$ cat config.mk
export PLATFORM = sky130hd
export DESIGN_NAME = gbf_wr_dispatch
export DESIGN_NICKNAME = d
export VERILOG_FILES = /design/src/rtl/gbf_wr_dispatch.sv
export SDC_FILE = /design/constraint.sdc
export NUM_CORES = 1
export LEC_CHECK = 0
export CORE_MARGIN = 5
export CORE_UTILIZATION = 34
export CTS_CLUSTER_DIAMETER = 150
export CTS_CLUSTER_SIZE = 25
export DETAILED_ROUTE_END_ITERATION = 16
export DONT_BUFFER_PORTS = 1
export GPL_ROUTABILITY_DRIVEN = 0
export MAX_ROUTING_LAYER = met4
export PLACE_DENSITY_LB_ADDON = 0.3
export SLEW_MARGIN = 20
export SYNTH_ARGS = -nofsm -noshare
export SYNTH_HDL_FRONTEND = slang
export SYNTH_SLANG_ARGS = --single-unit
$ cat constraint.sdc
create_clock -name clk -period 3.9 [get_ports clk]
set_clock_uncertainty 0.2 [all_clocks]
set_input_delay 0.585 -clock clk [delete_from_list [all_inputs] [get_ports clk]]
set_output_delay 0.585 -clock clk [all_outputs]
set_load 0.01 [all_outputs]
$ cat src/rtl/gbf_wr_dispatch.sv
// gbf_wr_dispatch: header-decoding dispatcher steering pad words to the config channel or one of four GBF write ports
//   clk, Reset (sync, active-high); I_dat/I_val/I_rdy input word handshake, hold forces I_rdy low;
//   IFCFG/IFCFG_Val config output; GBF*_EnWr, GBFWEI_AddrWr, GBFACT_AddrWr, GBF_DatWr write ports;
//   pkt_done pulses with a packet's last write, pkt_err pulses after an illegal header.
module gbf_wr_dispatch #(
  parameter int PORT_DATAWIDTH   = 32,
  parameter int GBFWEI_ADDRWIDTH = 9,
  parameter int GBFACT_ADDRWIDTH = 9
) (
  input  logic                        clk,
  input  logic                        Reset,
  input  logic [PORT_DATAWIDTH-1:0]   I_dat,
  input  logic                        I_val,
  output logic                        I_rdy,
  input  logic                        hold,
  output logic [PORT_DATAWIDTH-1:0]   IFCFG,
  output logic                        IFCFG_Val,
  output logic                        GBFFLGWEI_EnWr,
  output logic                        GBFWEI_EnWr,
  output logic                        GBFFLGACT_EnWr,
  output logic                        GBFACT_EnWr,
  output logic [GBFWEI_ADDRWIDTH-1:0] GBFWEI_AddrWr,
  output logic [GBFACT_ADDRWIDTH-1:0] GBFACT_AddrWr,
  output logic [PORT_DATAWIDTH-1:0]   GBF_DatWr,
  output logic                        pkt_done,
  output logic                        pkt_err
);
  localparam logic [1:0] IDLE = 2'd0, PAYLOAD = 2'd1, DROP = 2'd2;
  logic [1:0] state;
  logic [15:0] cnt;
  logic [2:0] dest;
  logic [GBFWEI_ADDRWIDTH-1:0] ptr_fw, ptr_w;
  logic [GBFACT_ADDRWIDTH-1:0] ptr_fa, ptr_a;
  logic xfer, hdr, wr, last, legal, clr;
  logic [3:0] hdest;
  assign I_rdy = !hold && !Reset;
  assign xfer  = I_val && I_rdy;
  assign hdest = I_dat[3:0];
  assign clr   = I_dat[20];
  assign legal = hdest <= 4'd4;
  assign hdr   = xfer && state == IDLE;
  assign wr    = xfer && state == PAYLOAD;
  assign last  = cnt == 16'd0;
  always_ff @(posedge clk) begin
    if (Reset) begin
      state <= IDLE;
      cnt <= '0;
      dest <= '0;
      ptr_fw <= '0;
      ptr_w <= '0;
      ptr_fa <= '0;
      ptr_a <= '0;
      IFCFG <= '0;
      IFCFG_Val <= 1'b0;
      GBFFLGWEI_EnWr <= 1'b0;
      GBFWEI_EnWr <= 1'b0;
      GBFFLGACT_EnWr <= 1'b0;
      GBFACT_EnWr <= 1'b0;
      GBFWEI_AddrWr <= '0;
      GBFACT_AddrWr <= '0;
      GBF_DatWr <= '0;
      pkt_done <= 1'b0;
      pkt_err <= 1'b0;
    end else begin
      IFCFG_Val <= wr && dest == 3'd0;
      GBFFLGWEI_EnWr <= wr && dest == 3'd1;
      GBFWEI_EnWr <= wr && dest == 3'd2;
      GBFFLGACT_EnWr <= wr && dest == 3'd3;
      GBFACT_EnWr <= wr && dest == 3'd4;
      pkt_done <= wr && last;
      pkt_err <= hdr && !legal;
      if (wr) begin
        IFCFG <= I_dat;
        GBF_DatWr <= I_dat;
      end
      if (wr && (dest == 3'd1 || dest == 3'd2)) GBFWEI_AddrWr <= dest == 3'd1 ? ptr_fw : ptr_w;
      if (wr && (dest == 3'd3 || dest == 3'd4)) GBFACT_AddrWr <= dest == 3'd3 ? ptr_fa : ptr_a;
      if (wr && dest == 3'd1) ptr_fw <= ptr_fw + 1'b1;
      if (wr && dest == 3'd2) ptr_w <= ptr_w + 1'b1;
      if (wr && dest == 3'd3) ptr_fa <= ptr_fa + 1'b1;
      if (wr && dest == 3'd4) ptr_a <= ptr_a + 1'b1;
      // clr is applied at the header edge so the first payload word already sees address 0
      if (hdr && clr && hdest == 4'd1) ptr_fw <= '0;
      if (hdr && clr && hdest == 4'd2) ptr_w <= '0;
      if (hdr && clr && hdest == 4'd3) ptr_fa <= '0;
      if (hdr && clr && hdest == 4'd4) ptr_a <= '0;
      if (hdr) begin
        state <= legal ? PAYLOAD : DROP;
        cnt <= I_dat[19:4];
        dest <= hdest[2:0];
      end else if (xfer && state != IDLE) begin
        if (last) state <= IDLE;
        else cnt <= cnt - 16'd1;
      end
    end
  end
endmodule

### Word level (Yosys, flattened, before mapping)

Index checks and enable logic that the tools add are counted.

* register bits after elaboration: 114
* bits of input ports: 36
* output and inout port bits: 90
* word-level logic and storage cells: 78

* add/sub/neg operators: 5
* order comparisons: 1
* eq/ne operators: 10
* multiplexer cells: 9
* reduce and logical (&&, ||, !) cells: 36

Operators with widths (count)
* 2-to-1 mux 16 bit: 3
* adder 9 x 1 -> 9 bit, second input constant: 4
* logical AND 1 bit: 19
* 2-to-1 mux 9 bit: 2
* logical NOT 16 bit: 1
* subtractor 16 x 1 -> 16 bit, second input constant: 1
* == test 4 x 2 -> 1 bit, second input constant: 2
* 2-to-1 mux 2 bit: 4
* OR reduction 2 bit: 4
* == test 3 x 2 -> 1 bit, second input constant: 2
* nonzero test 2 bit: 3
* == test 4 x 1 -> 1 bit, second input constant: 1
* == test 4 x 3 -> 1 bit, second input constant: 1
* <= comparator 4 x 3 -> 1 bit, second input constant: 1
* AND reduction 2 bit: 2
* == test 3 x 1 -> 1 bit, second input constant: 1
* == test 3 bit, second input constant: 1
* logical NOT 1 bit: 3
* logical NOT 3 bit: 1
* == test 2 x 1 -> 1 bit, second input constant: 1
* logical NOT 2 bit: 1
* logical OR 1 bit: 2
* inequality test 2 bit, second input constant: 1

### Logic depth before layout (Yosys ltp)

Gate-level depths: netlist (run 1).

* depth in word-level cells: 7
* depth in mapped cells: 9
* mapped depth without buffers: 7

### Worst setup path after synthesis (run 1)

No wires, ideal clock.

* kind: input to register
* from: input Reset
* to: register GBFWEI_AddrWr[0]
* arrival time: 2.219 ns
* setup slack: 1.353 ns
* stages on the path: 8
* cell sequence: buf_6 or4b_4 buf_6 or4_4 buf_6 buf_8 a21oi_1 nor2_1

* longest elaborated chain between the ends: 5

Ends and longest elaborated chain
* from (decl): line 11 `input logic Reset,`
* logical NOT 1 bit: line 36 `assign I_rdy = !hold && !Reset;`
* logical AND 1 bit: line 36
* logical AND 1 bit: line 37 `assign xfer = I_val && I_rdy;`
* logical AND 1 bit: line 42 `assign wr = xfer && state == PAYLOAD;`
* logical AND 1 bit: line 76 `if (wr && (dest == 3'd1 || dest == 3'd2)) GBFWEI_AddrWr <= dest == 3'd1 ? ptr_fw : ptr_w;`
* to (signal assigned): line 76
* to (decl): line 22 `output logic [GBFWEI_ADDRWIDTH-1:0] GBFWEI_AddrWr,`

Several ways; a longest one is shown, not always the timed one.
A chain may end at the register's enable or synchronous reset.

### Worst setup path in the final report (run 1)

* from: register cnt[0]
* to: register cnt[9]

* longest elaborated chain between the ends: 4
* elaborated cells on any way between the ends: 7
* classes of those cells: 1 x add/sub; 1 x eq/ne; 3 x mux; 2 x reduce/logical

Ends and longest elaborated chain
* from (decl): line 30 `logic [15:0] cnt;`
* from (signal assigned): line 89 `cnt <= I_dat[19:4];`
* from (signal assigned): line 93 `else cnt <= cnt - 16'd1;`
* subtractor 16 x 1 -> 16 bit: line 93
* 2-to-1 mux 16 bit: line 92 `if (last) state <= IDLE;`
* 2-to-1 mux 16 bit: line 91 `end else if (xfer && state != IDLE) begin`
* 2-to-1 mux 16 bit: line 87 `if (hdr) begin`

Several ways; a longest one is shown, not always the timed one. The select of a mux whose other input is x is not followed.

==> results of run 1 <==
## worst max-delay path, stage by stage (launching register included)
cell     delay, ps
dfxtp_1        350
inv_1           70
ha_1           170
nor3b_2        440
nand4_1        290
o21ai_0        680
o21ai_0        190
a31o_2         240
## cell families (layout without fill, tap and decap cells)
group	Yosys count	after routing	synth area share
AND/OR/NAND/NOR	259	259	0.238
AO/OA/AOI/OAI	114	114	0.136
flip-flops	114	114	0.440
buffers and inverters	70	44	0.0805
XOR/XNOR	33	33	0.0557
multiplexers	20	20	0.0386
adder cells (fa/ha/maj)	5	5	0.0121
## final timing paths
path | cells after the start | to | slack (ps) | from
max | 7 | cnt[9]$_SDFFE_PP0P_ | 1150 | cnt[0]$_SDFFE_PP0P_
min | 1 | GBFACT_AddrWr[4]$_SDFFE_PP0P_ | 50 | Reset
max reg2reg | 7 | cnt[9]$_SDFFE_PP0P_ | 1150 | cnt[0]$_SDFFE_PP0P_
min reg2reg | 2 | ptr_a[8]$_SDFFE_PP0P_ | 300 | ptr_a[8]$_SDFFE_PP0P_
## routing by layer
metal  share of wire  wire, um
met5               0         0
met4           0.019       252
met3           0.077      1030
met2            0.47      6160
met1            0.44      5810
## layout by cell type (no fill, tap or decap), types with 4 or more instances in the layout
cell / count
a211oi_1: 14
a21oi_1: 57
and3_1: 5
and4_1: 4
buf_4: 5
clkbuf_16: 17
clkbuf_8: 4
clkinv_2: 4
dfxtp_1: 114
ha_1: 5
inv_1: 6
mux2i_1: 20
nand2_1: 93
nand3_1: 19
nand4_1: 18
nor2_1: 76
nor3_1: 9
nor4_1: 5
o21ai_0: 12
xnor2_1: 9
xor2_1: 24
## layout make-up
type	instances	area, sq um	share of cell area
Multi-Input combinational cell	431	2500	0.440
Sequential cell	114	2280	0.402
Inverter	8	30.0	0.00530
Tap cell	188	235	0.0415
Timing Repair Buffer	5	37.5	0.00662
Clock buffer	22	484	0.0854
Clock inverter	9	105	0.0185
## through the flow
step	total power, uW	hold WS (ps)	util	worst slack [ps]
after global placement	1360	270	0.337	1200
after CTS	2900	27.0	0.376	1190
after floorplan	1340	258	-	1350
after global routing	2980	30.0	0.376	888
after detailed placement	1370	281	0.337	1060
final	2860	51.9	0.376	1150
## power breakdown
group          internal, uW  leakage (uW)  switching (uW)
Combinational          51.0      0.000742            95.6
Sequential             1180      0.000920            17.7
Clock                  1000      0.000292             520
## registers in the layout, summed over array words and instances, names as in the netlist, 2 cells and up
signal         cells
GBFACT_AddrWr      9
GBFWEI_AddrWr      9
GBF_DatWr         32
cnt               16
dest               3
ptr_a              9
ptr_fa             9
ptr_fw             9
ptr_w              9
state              2
==> flow_summary.ini, run 1 <==
[status]
status = complete, no violations

[floorplanning]
fp.dieH_um = 134
core.rowCount = 45
initial_core_util = 0.344
io_pins = 126
dieArea_sq_mm = 0.0178
die_x_um = 134
fp.coreArea_sq_mm = 0.0151

[sta]
fmax_mhz = 363
min_period_over_period = 0.706
drv_slew = 0
fin_setup_tns_ps = 0
hold_violations = 0
rsz0062_at_grt = no
slew_headroom = 0.374
worst_pin_slew_ps = 935
fin_crit_ps = 2750
finalSetupViolCount = 0

[global_route]
use_met3 = 0.0551
use_met2 = 0.242
gr-usage-met1 = 0.182
grt_pass1_vias = 4037
track_usage = 0.155
grt_max_degree = 73
gr-total-overflow = 0
grt_pass1_wl_um = 21200
antenna_found_initial = 0
top_usage_layer = met2

[power_and_ir_drop]
p_leak_uw = 0.00195
powerDensity_mw_per_mm2 = 505
irDropWorstVdd_mv = 0.313

[synth]
yosysTopAreaCellShare = 0.440
syn_area_per_cell_sq_um = 8.44
synth_edf_count = 0
synth_area_sq_mm = 0.00519
yosys.area.top_type = dfxtp_1
yosys_most_used_dff = dfxtp_1
synth_common_cells = dfxtp_1, nand2_1, nor2_1
yosys_warnings = 0
seq_area_frac_synth = 0.440
syn-instance-count = 615
ys_seq_elements = 114
postSynthNetCount = 656
synthArstFlopShare = 0
yosysMostFrequentCell = dfxtp_1
synth.area.top_cells = dfxtp_1, nand2_1, nor2_1
synth_cell_types = 61

[flow_run]
cap_violations = 0

[clock_tree]
cts_root_buffer = clkbuf_16
cts_buffers = 17
postCtsResizedCells = 0
cts_num_sinks = 114
holdBufCountCts = 0
clock_path_buffers = 2
tritoncts = yes
clk_pin_slew_ps = 50
cts_setup_buffers = 0
clk_latency_ps = 410
htreeDepth = 4

[layout]
layout-drive-gt1-share = 0.0968
fillers = 1500
insertedDiodeCount = 0
fin_area_sq_mm = 0.00567
nNetsFinal = 618
area_growth_syn_to_layout_pct = 9.28
finalNonFillerCells = 777

[route]
drc = 0
ant_nets = 0
dr.pass1.iters = 4
avgViaCountPerCell = 5.41
initialDrtViolationCount = 266
via_count = 4206
wirelength_um = 13200
avgRoutedWirePerCell_um = 17.0

[placement]
hpwl_um = 9170
dp.cells = 746
postPlaceCellArea_sq_mm = 0.00508
io_buffers = 0

[worst_setup_path]
criticalPathCategory = flip-flop to flip-flop
required_ps = 4000
startpoint_type = flip-flop
critPathCaptureType = flip-flop
crit_fanout = 8
critPathArrivalTime_ps = 2850

[hold_path]
hp-class = input pin to flip-flop
Note: power is estimated with default switching activity, not from simulation.
==> run 2: changes to the inputs <==
- clock period: 3.9 -> 2.5 ns (I/O delays scaled with it)
==> flow_summary.ini, run 2 (synthesized netlist as in run 1, its figures left out) <==
[route]
avgRoutedWirePerCell_um = 16.6
wirelength_um = 13800
ant_nets = 0
dr.pass1.iters = 4
initialDrtViolationCount = 234
avgViaCountPerCell = 5.21
drc = 0
via_count = 4318

[floorplanning]
initial_core_util = 0.344
core.rowCount = 45
io_pins = 126
fp.dieH_um = 134
die_x_um = 134
fp.coreArea_sq_mm = 0.0151
dieArea_sq_mm = 0.0178

[clock_tree]
cts_buffers = 17
htreeDepth = 4
clk_latency_ps = 410
tritoncts = yes
clk_pin_slew_ps = 50
cts_num_sinks = 114
clock_path_buffers = 2
cts_root_buffer = clkbuf_16

[layout]
insertedDiodeCount = 0
reg_top3 = GBF_DatWr: 32 flops, cnt: 16 flops
layout-drive-gt1-share = 0.120
fillers = 1466
final_cell_mix = dfxtp_1, nand2_1, nor2_1
largest_register_ffs = 32
regMostFlops = GBF_DatWr
final_util = 0.410
layout_commonest_cell = dfxtp_1
nNetsFinal = 668
area_growth_syn_to_layout_pct = 19.1

[power_and_ir_drop]
powerDensity_mw_per_mm2 = 754
finalPower_uw = 4660
p_leak_uw = 0.00219
irDropWorstVdd_mv = 0.513

[sta]
rsz0062_at_grt = no
fin_crit_ps = 2330
worst_pin_slew_ps = 638
fin_setup_tns_ps = 0
finalSetupViolCount = 0
min_period_over_period = 0.932
setup_ws_ps = 171
hold_ws_ps = 35.5
slew_headroom = 0.575
fmax_mhz = 429
drv_slew = 0
hold_violations = 0

[global_route]
gr-total-overflow = 0
antenna_found_initial = 0
grt_pass1_wl_um = 22200
track_usage = 0.163
grt_max_degree = 65
grt_pass1_vias = 4268

[placement]
io_buffers = 0
hpwl_um = 9410
place_ws_ps = 118

[flow_run]
cap_violations = 0

[worst_setup_path]
critPathCaptureType = flip-flop
criticalPathCategory = flip-flop to flip-flop
crit_fanout = 5
required_ps = 2610
startpoint_type = flip-flop
critPathArrivalTime_ps = 2440

[status]
status = complete, no violations

[hold_path]
hp-class = input pin to flip-flop
==> run 2: routing by layer <==
layer / global-route usage / routed length (um) / vias up
li1: - / - / 2142
met5: - / 0 / -
met3: 0.0487 / 792 / 21
met1: 0.198 / 6410 / 2025
met2: 0.252 / 6300 / 130
met4: 0.0726 / 261 / 0
==> run 2: report_power, final <==
part	leakage (uW)	total [uW]	internal, uW	switching, uW
Sequential	0.000920	1870	1840	28.6
Combinational	0.000975	322	137	185
Clock	0.000293	2470	1640	832
Total	0.00219	4660	3620	1050
==> run 2: path summary, 6_finish.rpt <==
path                                           from  slack, ps                   end  depth (start not counted)
worst max-delay path            cnt[0]$_SDFFE_PP0P_        170   cnt[5]$_SDFFE_PP0P_                          8
worst min-delay path                      I_dat[16]         40  cnt[12]$_SDFFE_PP0P_                          2
worst max register to register  cnt[0]$_SDFFE_PP0P_        170   cnt[5]$_SDFFE_PP0P_                          8
worst min register to register  cnt[6]$_SDFFE_PP0P_        300   cnt[6]$_SDFFE_PP0P_                          1
==> run 2: cell type report <==
| cell class | count | area, sq um | area share |
|---|---|---|---|
| clock buffers | 23 | 478 | 0.0773 |
| clock inverters | 9 | 129 | 0.0209 |
| inverters | 8 | 30.0 | 0.00486 |
| multi-input cells | 431 | 2510 | 0.407 |
| flip-flops and latches | 114 | 2280 | 0.369 |
| well taps | 188 | 235 | 0.0381 |
| repair buffers | 55 | 513 | 0.0830 |
==> run 2: metrics by stage <==
stage	area, sq um	instances
after floorplan	5190	615
after global placement	5210	763
after detailed placement	5210	763
after CTS	6160	828
after global routing	6180	828
final	6180	828
==> run 2: worst max-delay path, stage by stage, from the launching register on <==
cell      delay (ps)
dfxtp_1          350
inv_1             80
ha_1             180
nor3b_2          240
nand4_1          260
o31ai_2          380
buf_4            200
a21oi_1           40
o311ai_0         290
==> run 2: timing repair <==
item                                   CTS  global route
setup endpoints to repair                0             3
setup buffers                            0             0
resized for setup                        0             4
endpoints found under the hold margin   69             0
hold buffers                            33             0
